--- src/rtl/bcd_pkg.sv ---
// Shared types and constants for the digit-serial BCD adder.
package bcd_pkg;

    typedef enum logic [1:0] {
        IDLE = 2'd0,
        RUN  = 2'd1,
        DONE = 2'd2
    } state_t;

    typedef logic [3:0] bcd_t;

    localparam bcd_t BCD_MAX   = 4'd9;
    localparam bcd_t BCD_RADIX = 4'd10;

    function automatic logic digit_ok(input bcd_t d);
        return (d <= BCD_MAX);
    endfunction

endpackage

--- src/rtl/bcd_digit_add.sv ---
// One-digit combinational BCD full adder; shared by every digit position of the serial adder.
module bcd_digit_add
    import bcd_pkg::*;
(
    input  bcd_t a,
    input  bcd_t b,
    input  logic cin,
    output bcd_t s,
    output logic cout
);

    logic [4:0] t_s;
    logic [4:0] adj_s;

    // Binary sum of the digits, then fold back into 0..9 when it passes the radix
    always_comb begin
        t_s   = {1'b0, a} + {1'b0, b} + {4'd0, cin};
        adj_s = t_s - {1'b0, BCD_RADIX};
        if (t_s > {1'b0, BCD_MAX}) begin
            s    = adj_s[3:0];
            cout = 1'b1;
        end else begin
            s    = t_s[3:0];
            cout = 1'b0;
        end
    end

endmodule

--- src/rtl/bcd_serial_adder.sv ---
// Digit-serial N-digit BCD adder, one digit per clock, LSD first.
// Define BCD_SUB_EN to add the sub port and nine's-complement subtraction.
module bcd_serial_adder
    import bcd_pkg::*;
#(
    parameter int DIGITS = 4
) (
    input  logic                  CLOCK_50,
    input  logic                  rst_n,
    input  logic                  start,
`ifdef BCD_SUB_EN
    input  logic                  sub,
`endif
    input  logic [4*DIGITS-1:0]   a,
    input  logic [4*DIGITS-1:0]   b,
    output logic                  busy,
    output logic                  done,
    output logic [4*DIGITS-1:0]   sum,
    output logic                  carry,
    output logic                  err
);

    localparam int IDX_W = (DIGITS > 1) ? $clog2(DIGITS) : 1;
    localparam logic [IDX_W-1:0] LAST_IDX = IDX_W'(DIGITS - 1);

    state_t              state_r;
    state_t              state_nx_s;
    logic [IDX_W-1:0]    idx_r;
    logic [4*DIGITS-1:0] a_r;
    logic [4*DIGITS-1:0] b_r;
    logic [4*DIGITS-1:0] sum_r;
    logic                c_r;
    logic                carry_r;
    logic                err_r;
    logic                busy_r;
    logic                done_r;
    logic                ops_ok_s;
    bcd_t                da_s;
    bcd_t                db_s;
    bcd_t                bd_s;
    bcd_t                s_s;
    logic                cout_s;
`ifdef BCD_SUB_EN
    logic                sub_r;
`endif

    // Operand validity at the moment of capture
    always_comb begin
        ops_ok_s = 1'b1;
        for (int k = 0; k < DIGITS; k++) begin
            if (!digit_ok(a[4*k +: 4]) || !digit_ok(b[4*k +: 4])) begin
                ops_ok_s = 1'b0;
            end else begin
                ops_ok_s = ops_ok_s;
            end
        end
    end

    // Select the current digit pair from the latched operands
    always_comb begin
        da_s = 4'd0;
        db_s = 4'd0;
        for (int k = 0; k < DIGITS; k++) begin
            if (idx_r == IDX_W'(k)) begin
                da_s = a_r[4*k +: 4];
                db_s = b_r[4*k +: 4];
            end else begin
                da_s = da_s;
            end
        end
    end

`ifdef BCD_SUB_EN
    assign bd_s = sub_r ? (BCD_MAX - db_s) : db_s;
`else
    assign bd_s = db_s;
`endif

    bcd_digit_add u_digit (
        .a    (da_s),
        .b    (bd_s),
        .cin  (c_r),
        .s    (s_s),
        .cout (cout_s)
    );

    // Next-state logic; an invalid capture spends one RUN cycle without computing
    always_comb begin
        state_nx_s = state_r;
        case (state_r)
            IDLE: begin
                if (start) begin
                    state_nx_s = RUN;
                end else begin
                    state_nx_s = IDLE;
                end
            end
            RUN: begin
                if (err_r || (idx_r == LAST_IDX)) begin
                    state_nx_s = DONE;
                end else begin
                    state_nx_s = RUN;
                end
            end
            DONE:    state_nx_s = IDLE;
            default: state_nx_s = IDLE;
        endcase
    end

    // State register with registered busy/done decoded from the next state
    always_ff @(posedge CLOCK_50) begin
        if (!rst_n) begin
            state_r <= IDLE;
            busy_r  <= 1'b0;
            done_r  <= 1'b0;
        end else begin
            state_r <= state_nx_s;
            busy_r  <= (state_nx_s != IDLE);
            done_r  <= (state_nx_s == DONE);
        end
    end

    // Operand capture, digit iteration and result registers
    always_ff @(posedge CLOCK_50) begin
        if (!rst_n) begin
            idx_r   <= '0;
            a_r     <= '0;
            b_r     <= '0;
            c_r     <= 1'b0;
            sum_r   <= '0;
            carry_r <= 1'b0;
            err_r   <= 1'b0;
`ifdef BCD_SUB_EN
            sub_r   <= 1'b0;
`endif
        end else begin
            case (state_r)
                IDLE: begin
                    if (start) begin
                        a_r     <= a;
                        b_r     <= b;
                        idx_r   <= '0;
                        sum_r   <= '0;
                        carry_r <= 1'b0;
                        err_r   <= !ops_ok_s;
`ifdef BCD_SUB_EN
                        sub_r   <= sub;
                        c_r     <= sub;
`else
                        c_r     <= 1'b0;
`endif
                    end
                end
                RUN: begin
                    if (!err_r) begin
                        for (int k = 0; k < DIGITS; k++) begin
                            if (idx_r == IDX_W'(k)) begin
                                sum_r[4*k +: 4] <= s_s;
                            end
                        end
                        c_r <= cout_s;
                        if (idx_r == LAST_IDX) begin
                            carry_r <= cout_s;
                        end else begin
                            idx_r <= idx_r + IDX_W'(1);
                        end
                    end
                end
                default: begin
                    idx_r <= idx_r;
                end
            endcase
        end
    end

    assign busy  = busy_r;
    assign done  = done_r;
    assign sum   = sum_r;
    assign carry = carry_r;
    assign err   = err_r;

endmodule

--- config.mk ---
export PLATFORM = sky130hd
export DESIGN_NAME = bcd_serial_adder
export DESIGN_NICKNAME = d
export VERILOG_FILES = /design/src/rtl/bcd_pkg.sv /design/src/rtl/bcd_digit_add.sv /design/src/rtl/bcd_serial_adder.sv
export SDC_FILE = /design/constraint.sdc
export NUM_CORES = 1
export LEC_CHECK = 0
export CAP_MARGIN = 30
export CORE_UTILIZATION = 46
export CTS_CLUSTER_SIZE = 40
export DETAILED_ROUTE_END_ITERATION = 12
export GPL_TIMING_DRIVEN = 0
export HOLD_SLACK_MARGIN = 0.03
export MAX_ROUTING_LAYER = met4
export PLACE_DENSITY = 0.86
export SLEW_MARGIN = 20
export SYNTH_ARGS = -nofsm -noshare
export SYNTH_HDL_FRONTEND = slang
export SYNTH_SLANG_ARGS = --single-unit
--- constraint.sdc ---
create_clock -name CLOCK_50 -period 3.5 [get_ports CLOCK_50]
set_clock_uncertainty 0.1 [all_clocks]
set_input_delay 0.7 -clock CLOCK_50 [delete_from_list [all_inputs] [get_ports CLOCK_50]]
set_output_delay 0.7 -clock CLOCK_50 [all_outputs]
set_load 0.02 [all_outputs]
==> impl_metrics.env <==
export IMPL_cts_path_max_buffers=2
export IMPL_endpoint_kind="flip-flop"
export IMPL_ant_nets=0
export IMPL_start_util_pct=49.0
export IMPL_setup_violations_final=14
export IMPL_worstMarginPinSlew_ps=553
export IMPL_cts_buffers=9
export IMPL_rsz0062_at_grt="true"
export IMPL_io_buffer_count=53
export IMPL_pwr_share_seq_pct=38.4
export IMPL_ios=55
export IMPL_max_cap_viol_count=0
export IMPL_gr_usage_all_layers_pct=27.2
export IMPL_synth_seq_area_share_pct=41.2
export IMPL_slowest_stage="fa_2"
export IMPL_synth_area_um2=2770
export IMPL_clk_insertion_delay_late_ps=350
export IMPL_grt_pass1_wl_um=12600
export IMPL_crit_path_start_kind="flip-flop"
export IMPL_critPathArrivalTime_ps=3880
export IMPL_status="complete, but fails checks"
export IMPL_hpwl_um=5100
export IMPL_yosysTopAreaCellShare_pct=41.2
export IMPL_cts_root_buf="clkbuf_8"
export IMPL_ys_top_cells_by_area="dfxtp_1 41%, nand2_1 11%, a21boi_0 9.2%"
export IMPL_grt_max_degree=11
export IMPL_ys_types=38
export IMPL_max_freq_mhz=268
export IMPL_instances_no_fill=495
export IMPL_die_y_um=79.6
export IMPL_period_minus_slack_ps=3730
export IMPL_drt_wl_total_um=7860
export IMPL_overflow=0
export IMPL_vias=2740
export IMPL_drive_gt1_share_pct=17.5
export IMPL_p_leak_uw=0.00148
export IMPL_violations="negative setup slack"
export IMPL_area_growth_syn_to_layout_pct=42.3
export IMPL_rrSetupSlack_ps=-230
export IMPL_avgSynthCellArea_um2=8.11
export IMPL_pwr_share_clk_pct=39.0
export IMPL_crit_fanout=7
export IMPL_grt_antenna_before_repair=0
export IMPL_slew_violations=0
export IMPL_path_class="reg -> reg"
export IMPL_slew_limit_headroom_pct=63.1
export IMPL_power_share_switching_pct=28.3
export IMPL_cts_hold_buf=0
export IMPL_diodes=0
export IMPL_clkTransAtPathRegs_ps=70
export IMPL_hold_viol_final=0
export IMPL_fin_crit_sh_pct=107
export IMPL_crit_chain="inv_4 > ha_4 > buf_8 > nand2_4 > a21oi_2 > a21oi_2 > nor2_1 > a21oi_2 > fa_2 > fa_2 > xor2_2 > ha_2 > a22oi_2 > a311oi_4 > buf_6 > xnor2_4 > o31ai_2"
export IMPL_holdWs_ps=366
export IMPL_nFillCells=407
export IMPL_cts_sinks=57
export IMPL_cts_tree="yes"
export IMPL_fin_ws_ps=-233
export IMPL_vias_per_cell=5.54
export IMPL_nets=463
export IMPL_hold_path_class="reg -> reg"
export IMPL_p_int_uw=1320
export IMPL_syn_nets=386
export IMPL_coreArea_um2=5640
export IMPL_worst_path_most_repeated_cell="a21oi_2"
export IMPL_ys_ff_latch=57
export IMPL_cts_max_level=3
export IMPL_p_sw_uw=523
export IMPL_final_cell_mix="77 x nand2_1, 55 x dfxtp_1, 53 x clkdlybuf4s50_1"
export IMPL_multi_input_area_um2=1690
export IMPL_synth_top_area_cell="dfxtp_1"
export IMPL_syn_inst=341
export IMPL_cpPeakStageDelay_ps=420
export IMPL_die_width_um=79.6
export IMPL_critPathRequiredTime_ps=3650
export IMPL_vdd_drop_max_mv=0.273
export IMPL_gp_congestion=0.891
export IMPL_firstDrtPassIters=4
export IMPL_dr_first_iter_drc_count=224
export IMPL_p_comb_share_pct=22.6
export IMPL_grt_pass1_vias=2714
export IMPL_wire_per_inst_um=15.9
export IMPL_drc=0
export IMPL_place_inst=466
export IMPL_num_rows=27
export IMPL_dieArea_um2=6330
export IMPL_register_area_um2=1150
export IMPL_power_density_nw_per_um2=469
export IMPL_yosys_warnings=0
export IMPL_layout_commonest_cell="nand2_1"
-- worst paths after layout --
path                    startpoint              endpoint  depth (start not counted)
max          idx_r[1]$_SDFFE_PN0P_   sum[5]$_SDFFE_PN0P_                         17
min           a_r[11]$_SDFFE_PN0P_  a_r[11]$_SDFFE_PN0P_                          2
max reg2reg  idx_r[1]$_SDFFE_PN0P_   sum[5]$_SDFFE_PN0P_                         17
min reg2reg   a_r[11]$_SDFFE_PN0P_  a_r[11]$_SDFFE_PN0P_                          2
-- sequential cells by signal (all words and copies together), names as in the netlist --
| register | count |
|---|---|
| idx_r | 2 |
| carry | 1 |
| state_r | 2 |
| b_r | 16 |
| err | 1 |
| a_r | 16 |
| c_r | 1 |
| sum | 16 |
| done | 1 |
| busy | 1 |
-- synthesized netlist by cell type --
cell       n
nand2_1   79
dfxtp_1   57
a21boi_0  34
o21ai_0   24
a21oi_1   22
clkbuf_1  17
nand3_1   14
nand3b_1  13
nor2_1    10
ha_1       8
a21o_1     7
inv_1      6
nor2b_1    5
o31ai_1    5
or2_2      4
and2_1     3
buf_2      3
mux2i_1    3
nand2b_1   3
buf_1      2
fa_1       2
nand4_1    2
nor3b_1    2
o21a_1     2
a221oi_1   1
a22oi_1    1
a311oi_4   1
a31oi_1    1
and3b_1    1
mux2_2     1
nor3_1     1
o21ai_1    1
o32ai_1    1
or3_1      1
or3_4      1
or4b_1     1
xnor2_1    1
xor2_1     1
-- power by group through the flow --
stage                     clock network [uW]  logic [uW]  registers, uW
after detailed placement                   0         314            721
after global placement                     0         304            719
after global routing                     746         446            713
final                                    719         417            709
after floorplan                            0         193            726
after CTS                                713         365            707
-- worst max-delay path, delay by kind of cell (launching register included) --
| kind | cells | cell delay (ps) |
|---|---|---|
| adders and majority gates | 4 | 1250 |
| AOI/OAI and AO/OA | 6 | 1050 |
| buffers and inverters | 3 | 400 |
| DFF | 1 | 370 |
| xor gates and xnor gates | 2 | 300 |
| and+or+nand+nor | 2 | 170 |
-- through the flow --
step	worst slack (ps)	util [%]	setup TNS, ps	total power (uW)	cell area (um2)
2_1_floorplan	19.3	-	0	919	2800
3_3_place_gp	-316	60.6	-2690	1020	3420
3_5_place_dp	-400	60.6	-3760	1030	3420
6_report	-233	69.8	-1670	1850	3940
4_1_cts	-112	67.9	-593	1790	3830
5_1_grt	-366	69.8	-3540	1910	3940
-- metal layers --
| layer | global-route usage (%) | up-vias | wire (um) |
|---|---|---|---|
| li1 | - | 1322 | - |
| met1 | 30.9 | 1309 | 3300 |
| met2 | 45.4 | 88 | 3920 |
| met3 | 5.49 | 21 | 458 |
| met4 | 13.8 | 0 | 181 |
| met5 | - | - | 0 |
-- timing repair --
item | in CTS | in global routing
setup endpoints to repair | 14 | 14
gates resized for setup | 25 | 31
pin swaps | 9 | 18
buffers inserted | 12 | 3
cloned | 0 | 0
-- logic make-up after synthesis --
group	Yosys count	synth area share (%)
fa+ha+maj	10	5.07
xor+xnor	2	0.633
buf+inv	28	3.93
flops	57	41.2
mux	4	1.49
simple gates	140	24.0
compound gates	100	23.6
-- layout make-up --
| type | instances | area share (%) |
|---|---|---|
| Multi-Input combinational cell | 256 | 42.8 |
| Sequential cell | 57 | 29.2 |
| Timing Repair Buffer | 67 | 16.2 |
| Clock buffer | 12 | 3.94 |
| Buffer | 21 | 2.96 |
| Tap cell | 72 | 2.29 |
| Clock inverter | 4 | 1.91 |
| Inverter | 6 | 0.699 |
Note: power is estimated with default switching activity, not from simulation.
